==> config.mk <==
export PLATFORM = sky130hd
export DESIGN_NAME = systolic_seq_ctrl_flat
export DESIGN_NICKNAME = d
export VERILOG_FILES = /design/src/rtl/systolic_seq_ctrl_pkg.sv /design/src/rtl/systolic_seq_ctrl_if.sv /design/src/rtl/skew_valid_sr.sv /design/src/rtl/systolic_seq_ctrl.sv /design/src/flat_wrapper.sv
export SDC_FILE = /design/constraint.sdc
export NUM_CORES = 1
export LEC_CHECK = 0
export CAP_MARGIN = 20
export CORE_UTILIZATION = 45
export CTS_CLUSTER_DIAMETER = 50
export CTS_CLUSTER_SIZE = 10
export DETAILED_ROUTE_END_ITERATION = 8
export GPL_TIMING_DRIVEN = 1
export PLACE_DENSITY = 0.78
export SLEW_MARGIN = 20
export SYNTH_ARGS = -nofsm -noshare
export SYNTH_HDL_FRONTEND = slang
export SYNTH_SLANG_ARGS = --single-unit
==> constraint.sdc <==
create_clock -name clk -period 2.5 [get_ports clk]
set_input_delay 0.25 -clock clk [delete_from_list [all_inputs] [get_ports clk]]
set_output_delay 0.25 -clock clk [all_outputs]
set_load 0.1 [all_outputs]
==> src/rtl/systolic_seq_ctrl_pkg.sv <==
// Shared definitions for the systolic matmul array: controller states, flush length, defaults.
package systolic_pkg;

  localparam int DEFAULT_N  = 4;
  localparam int DATA_WIDTH = 16;

  typedef enum logic [2:0] {
    S_IDLE  = 3'd0,
    S_CLEAR = 3'd1,
    S_FEED  = 3'd2,
    S_FLUSH = 3'd3,
    S_DRAIN = 3'd4,
    S_DONE  = 3'd5
  } state_t;

  // Buffer latency + skew + propagation to the far corner + one accumulate.
  function automatic int flush_len(input int n);
    return 2 * n;
  endfunction

endpackage

==> src/rtl/systolic_seq_ctrl_if.sv <==
// Command, operand-read, lane-valid and result-row signals of the systolic sequencing controller.
interface systolic_seq_ctrl_if
  import systolic_pkg::*;
#(
    parameter int N  = DEFAULT_N,
    parameter int KW = 8,
    parameter int RW = (N > 1) ? $clog2(N) : 1
);
    // Result rows use valid/ready: a beat transfers on a cycle where out_valid and
    // out_ready are both 1; while out_ready is 0, out_valid and out_row hold.
    logic          start;
    logic [KW-1:0] k_len;
    logic          out_ready;
    logic          busy;
    logic          done;
    logic          pe_clr;
    logic          rd_en;
    logic [KW-1:0] rd_addr;
    logic [N-1:0]  lane_valid_w;
    logic [N-1:0]  lane_valid_n;
    logic          out_valid;
    logic [RW-1:0] out_row;
    logic [31:0]   perf_cycles;
    state_t        dbg_state;

    modport master (
        input  start, k_len, out_ready,
        output busy, done, pe_clr, rd_en, rd_addr, lane_valid_w, lane_valid_n,
               out_valid, out_row, perf_cycles, dbg_state
    );

    modport slave (
        output start, k_len, out_ready,
        input  busy, done, pe_clr, rd_en, rd_addr, lane_valid_w, lane_valid_n,
               out_valid, out_row, perf_cycles, dbg_state
    );
endinterface

==> src/rtl/skew_valid_sr.sv <==
// N-stage shift register: tap i is the input delayed by 1+i cycles.
module skew_valid_sr #(
    parameter int N = 4
) (
    input  logic         clk,
    input  logic         rst,
    input  logic         din,
    output logic [N-1:0] taps
);

    always_ff @(posedge clk or posedge rst) begin
        if (rst) begin
            taps <= '0;
        end else begin
            taps[0] <= din;
            for (int i = 1; i < N; i++) begin
                taps[i] <= taps[i-1];
            end
        end
    end

endmodule

==> src/rtl/systolic_seq_ctrl.sv <==
// Tile-job sequencer for the N x N output-stationary systolic array.
// Optional busy-cycle counter enabled by defining SYSCTRL_PERF_CNT_EN.
module systolic_seq_ctrl
  import systolic_pkg::*;
#(
    parameter int N  = DEFAULT_N,
    parameter int KW = 8,
    parameter int RW = (N > 1) ? $clog2(N) : 1
) (
    input logic clk,
    input logic rst,
    systolic_seq_ctrl_if.master bus
);

    localparam int CW = $clog2(flush_len(N) + 1);

    state_t        state;
    logic [KW-1:0] k_reg;
    logic [CW-1:0] cnt;
    logic          pe_clr_q;
    logic          rd_en_q;
    logic [KW-1:0] rd_addr_q;
    logic          out_valid_q;
    logic [RW-1:0] out_row_q;
    logic          done_q;
    logic          busy;
    logic [N-1:0]  taps;

    assign busy = (state == S_CLEAR) || (state == S_FEED) ||
                  (state == S_FLUSH) || (state == S_DRAIN);

    // Outputs are registered: each transition loads the values for the state being entered.
    always_ff @(posedge clk or posedge rst) begin
        if (rst) begin
            state       <= S_IDLE;
            k_reg       <= '0;
            cnt         <= '0;
            pe_clr_q    <= 1'b0;
            rd_en_q     <= 1'b0;
            rd_addr_q   <= '0;
            out_valid_q <= 1'b0;
            out_row_q   <= '0;
            done_q      <= 1'b0;
        end else begin
            pe_clr_q <= 1'b0;
            rd_en_q  <= 1'b0;
            done_q   <= 1'b0;
            case (state)
                S_IDLE: begin
                    if (bus.start) begin
                        cnt <= '0;
                        if (bus.k_len != '0) begin
                            state    <= S_CLEAR;
                            k_reg    <= bus.k_len;
                            pe_clr_q <= 1'b1;
                        end else begin
                            state  <= S_DONE;
                            done_q <= 1'b1;
                        end
                    end
                end
                S_CLEAR: begin
                    state     <= S_FEED;
                    rd_en_q   <= 1'b1;
                    rd_addr_q <= '0;
                end
                S_FEED: begin
                    if (rd_addr_q == k_reg - KW'(1)) begin
                        state <= S_FLUSH;
                        cnt   <= '0;
                    end else begin
                        rd_en_q   <= 1'b1;
                        rd_addr_q <= rd_addr_q + KW'(1);
                    end
                end
                S_FLUSH: begin
                    if (cnt == CW'(flush_len(N) - 1)) begin
                        state       <= S_DRAIN;
                        out_valid_q <= 1'b1;
                        out_row_q   <= '0;
                    end else begin
                        cnt <= cnt + CW'(1);
                    end
                end
                S_DRAIN: begin
                    if (bus.out_ready) begin
                        if (out_row_q == RW'(N - 1)) begin
                            state       <= S_DONE;
                            out_valid_q <= 1'b0;
                            done_q      <= 1'b1;
                        end else begin
                            out_row_q <= out_row_q + RW'(1);
                        end
                    end
                end
                S_DONE:  state <= S_IDLE;
                default: state <= S_IDLE;
            endcase
        end
    end

    // West rows and north columns share the same skew, so one register feeds both.
    skew_valid_sr #(.N(N)) u_skew (
        .clk  (clk),
        .rst  (rst),
        .din  (rd_en_q),
        .taps (taps)
    );

`ifdef SYSCTRL_PERF_CNT_EN
    logic [31:0] perf_q;
    always_ff @(posedge clk or posedge rst) begin
        if (rst) begin
            perf_q <= '0;
        end else if (state == S_IDLE && bus.start) begin
            perf_q <= '0;
        end else if (busy && perf_q != 32'hFFFF_FFFF) begin
            perf_q <= perf_q + 32'd1;
        end
    end
    assign bus.perf_cycles = perf_q;
`else
    assign bus.perf_cycles = 32'd0;
`endif

    assign bus.busy         = busy;
    assign bus.done         = done_q;
    assign bus.pe_clr       = pe_clr_q;
    assign bus.rd_en        = rd_en_q;
    assign bus.rd_addr      = rd_addr_q;
    assign bus.lane_valid_w = taps;
    assign bus.lane_valid_n = taps;
    assign bus.out_valid    = out_valid_q;
    assign bus.out_row      = out_row_q;
    assign bus.dbg_state    = state;

endmodule
==> src/flat_wrapper.sv <==
// flat-port wrapper written by rule: the top's interface ports become plain ports
module systolic_seq_ctrl_flat import systolic_pkg::*;
#(
    parameter int N  = DEFAULT_N,
    parameter int KW = 8,
    parameter int RW = (N > 1) ? $clog2(N) : 1
)
  (clk, rst, bus_start, bus_k_len, bus_out_ready, bus_busy, bus_done, bus_pe_clr, bus_rd_en, bus_rd_addr, bus_lane_valid_w, bus_lane_valid_n, bus_out_valid, bus_out_row, bus_perf_cycles, bus_dbg_state);
  systolic_seq_ctrl_if #(.N(N), .KW(KW), .RW(RW)) bus_i ();
  input logic clk;
  input logic rst;
  input wire logic [$bits(bus_i.start)-1:0] bus_start;
  input wire logic [$bits(bus_i.k_len)-1:0] bus_k_len;
  input wire logic [$bits(bus_i.out_ready)-1:0] bus_out_ready;
  output wire logic [$bits(bus_i.busy)-1:0] bus_busy;
  output wire logic [$bits(bus_i.done)-1:0] bus_done;
  output wire logic [$bits(bus_i.pe_clr)-1:0] bus_pe_clr;
  output wire logic [$bits(bus_i.rd_en)-1:0] bus_rd_en;
  output wire logic [$bits(bus_i.rd_addr)-1:0] bus_rd_addr;
  output wire logic [$bits(bus_i.lane_valid_w)-1:0] bus_lane_valid_w;
  output wire logic [$bits(bus_i.lane_valid_n)-1:0] bus_lane_valid_n;
  output wire logic [$bits(bus_i.out_valid)-1:0] bus_out_valid;
  output wire logic [$bits(bus_i.out_row)-1:0] bus_out_row;
  output wire logic [$bits(bus_i.perf_cycles)-1:0] bus_perf_cycles;
  output wire logic [$bits(bus_i.dbg_state)-1:0] bus_dbg_state;
  assign bus_i.start = bus_start;
  assign bus_i.k_len = bus_k_len;
  assign bus_i.out_ready = bus_out_ready;
  assign bus_busy = bus_i.busy;
  assign bus_done = bus_i.done;
  assign bus_pe_clr = bus_i.pe_clr;
  assign bus_rd_en = bus_i.rd_en;
  assign bus_rd_addr = bus_i.rd_addr;
  assign bus_lane_valid_w = bus_i.lane_valid_w;
  assign bus_lane_valid_n = bus_i.lane_valid_n;
  assign bus_out_valid = bus_i.out_valid;
  assign bus_out_row = bus_i.out_row;
  assign bus_perf_cycles = bus_i.perf_cycles;
  assign bus_dbg_state = bus_i.dbg_state;
  systolic_seq_ctrl #(.N(N), .KW(KW), .RW(RW)) u_core (.clk(clk), .rst(rst), .bus(bus_i));
endmodule
==> flow_summary.ini <==
[floorplan]
die_w_um = 68.4
core_mm2 = 0.00412
row_count = 23
die-area_mm2 = 0.00467
start_util_pct = 48.2
die_y_um = 68.4
ios = 70

[global_route]
grt_pass1_vias = 1292
antenna_found_initial = 0
grt_usage_pct = 17.7
grt-ovfl-total = 0
grt_max_degree = 34
grt_pass1_wl_mm = 5.95

[routing]
viasPerCell = 5.07
dr_total_vias = 1491
drt_iter0_markers = 74
routedWlPerCell_um = 12.3
drt-total-wl_mm = 3.62
ant_nets = 0
firstDrtPassIters = 4
drc_errors = 0

[sta]
max_slew_margin_pct = 60.9
min_period_ns = 2.27
fin_setup_tns_ns = 0
hold_viol_final = 0
clock_skew_ns = 0.00778
worst_pin_slew_ns = 0.587
finalSetupViolations = 0
period_share_pct = 90.9
fmax_mhz = 440
slew_viol_final = 0
rsz0062_at_grt = false

[finish]
area.sequential_um2 = 826
drive_gt1_share_pct = 18.4
fill_cells = 381
nNetsFinal = 259
antennaDiodeCount = 0
synthToLayoutAreaGrowth_pct = 18.2
multi_input_area_um2 = 976

[critical_path]
cp_slowest_cell = or4_1
worstPathCellList = or4_1 -> or3_1 -> a211oi_2 -> nand3_2 -> nand2_1 -> mux2i_1
crit_arrival_ns = 2.48
cp_top_family = simple AND/OR/NAND/NOR gates
worstSetupStartpointType = register
critPathMaxStageDelay_ns = 0.55
crit_required_ns = 2.70
crit_fanout = 8
crit_type = register to register
end_kind = register
critPathBufInv = 0

[yosys]
synthTopCellsByArea = dfrtp_1 (42%), buf_4 (14%), nand2_1 (4.9%)
synth.yosys.warnings = 0
ys.flop_type = dfrtp_1
syn_area_mm2 = 0.00198
synth_edf_count = 0
yosysMostFrequentCell = buf_4
yosysTopAreaCell = dfrtp_1
synth_commonest_cells = buf_4 (36), dfrtp_1 (33), nand2_1 (26)
async_flop_share_pct = 100
yosysSeqAreaShare_pct = 41.7
yosys.area.top_type_share_pct = 41.7
ys_types = 43
syn_inst = 206
synth_area_per_cell_um2 = 9.62
ys_ff_latch = 33

[placed_design]
place_congestion = 0.864
dpl.hpwl_mm = 2.80
io_buffers = 37

[status]
status = completed

[clock_network]
cts_max_level = 2
numCtsBuffers = 5
clk_pin_slew_ns = 0.07
cts.sink_count = 33
clockRootBuffer = clkbuf_8
cts_tree = yes
cts_buffer_depth = 2
cts_hold_buf = 0
clk_latency_ns = 0.28
ctsResizeCount = 0
cts_setup_buffers = 0

[hold_path]
hold_path_class = input pin to asynchronous set/reset pin

[flow_run]
max_cap_violations = 0
through the flow:
stage	utilization (%)	hold WS, ns	setup WS [ns]	instances	instance area, µm²
6_report	56.9	0.344	0.226	294	2340
5_1_grt	56.9	0.404	0.0554	294	2340
4_1_cts	56.9	0.358	0.222	294	2340
3_5_place_dp	54.1	0.397	0.234	286	2230
3_3_place_gp	54.1	0.388	0.286	286	2230
2_1_floorplan	-	0.367	0.0179	237	2120
cell usage in the layout, fill, tap and decap left out, types with 2 or more instances in the layout:
cell	instances
nand3_1	4
conb_1	32
and2_1	3
o21ai_1	3
a21oi_1	2
ha_1	4
mux2i_1	7
o31ai_1	2
nor2_1	10
o22a_1	2
buf_4	27
clkdlybuf4s50_1	11
nor4_1	3
or4_1	2
o21ai_0	5
or3_1	2
inv_1	8
a22o_1	3
nand4_1	3
dfrtp_1	33
nand2b_1	4
nand2_1	26
clkbuf_8	6
nor2b_1	2
xnor2_1	8
mux2_2	5
a31oi_1	2
nor3_1	5
metal layers:
layer / part of all wire (%) / global-route usage (%) / vias up
li1: - / - / 714
met1: 46 / 23.6 / 725
met2: 47 / 26.5 / 47
met3: 5.9 / 6.00 / 5
met4: 0.99 / 5.99 / 0
met5: 0 / 0 / -
worst paths after layout:
path | startpoint | to | slack [ns] | cells after the start
worst min register to register | u_core.u_skew.taps[0] | u_core.u_skew.taps[1] | 0.41 | 0
min in group clk | u_core.u_skew.taps[0] | u_core.u_skew.taps[1] | 0.41 | 0
max in group asynchronous | rst | u_core.bus.rd_addr[6] | 1.86 | 3
worst max-delay path | u_core.k_reg[0] | u_core.bus.rd_addr[1] | 0.23 | 6
worst max register to register | u_core.k_reg[0] | u_core.bus.rd_addr[1] | 0.23 | 6
worst min-delay path | rst | u_core.k_reg[1] | 0.34 | 3
area by class of cell:
type,instances,area share [%]
Clock buffer,7,3.68
Timing Repair Buffer,39,14.2
Inverter,8,1.28
Tap cell,50,2.67
Sequential cell,33,35.2
Clock inverter,1,1.28
Multi-Input combinational cell,156,41.6
logic make-up after synthesis:
group,after synthesis,share of synthesized area (%)
other cells,1,0.189
flops,33,41.7
xor+xnor,11,5.56
simple gates,70,17.9
mux,12,6.38
fa+ha+maj,4,2.53
compound gates,27,9.91
buf+inv,48,15.9
worst min-delay path, stage by stage:
cell             delay, ns
clkdlybuf4s50_1       0.39
inv_1                 0.05
buf_4                 0.36
Power is left out: the tool's default activity adds up to more than one toggle a clock period on the data nets, which glitch-free logic cannot reach.
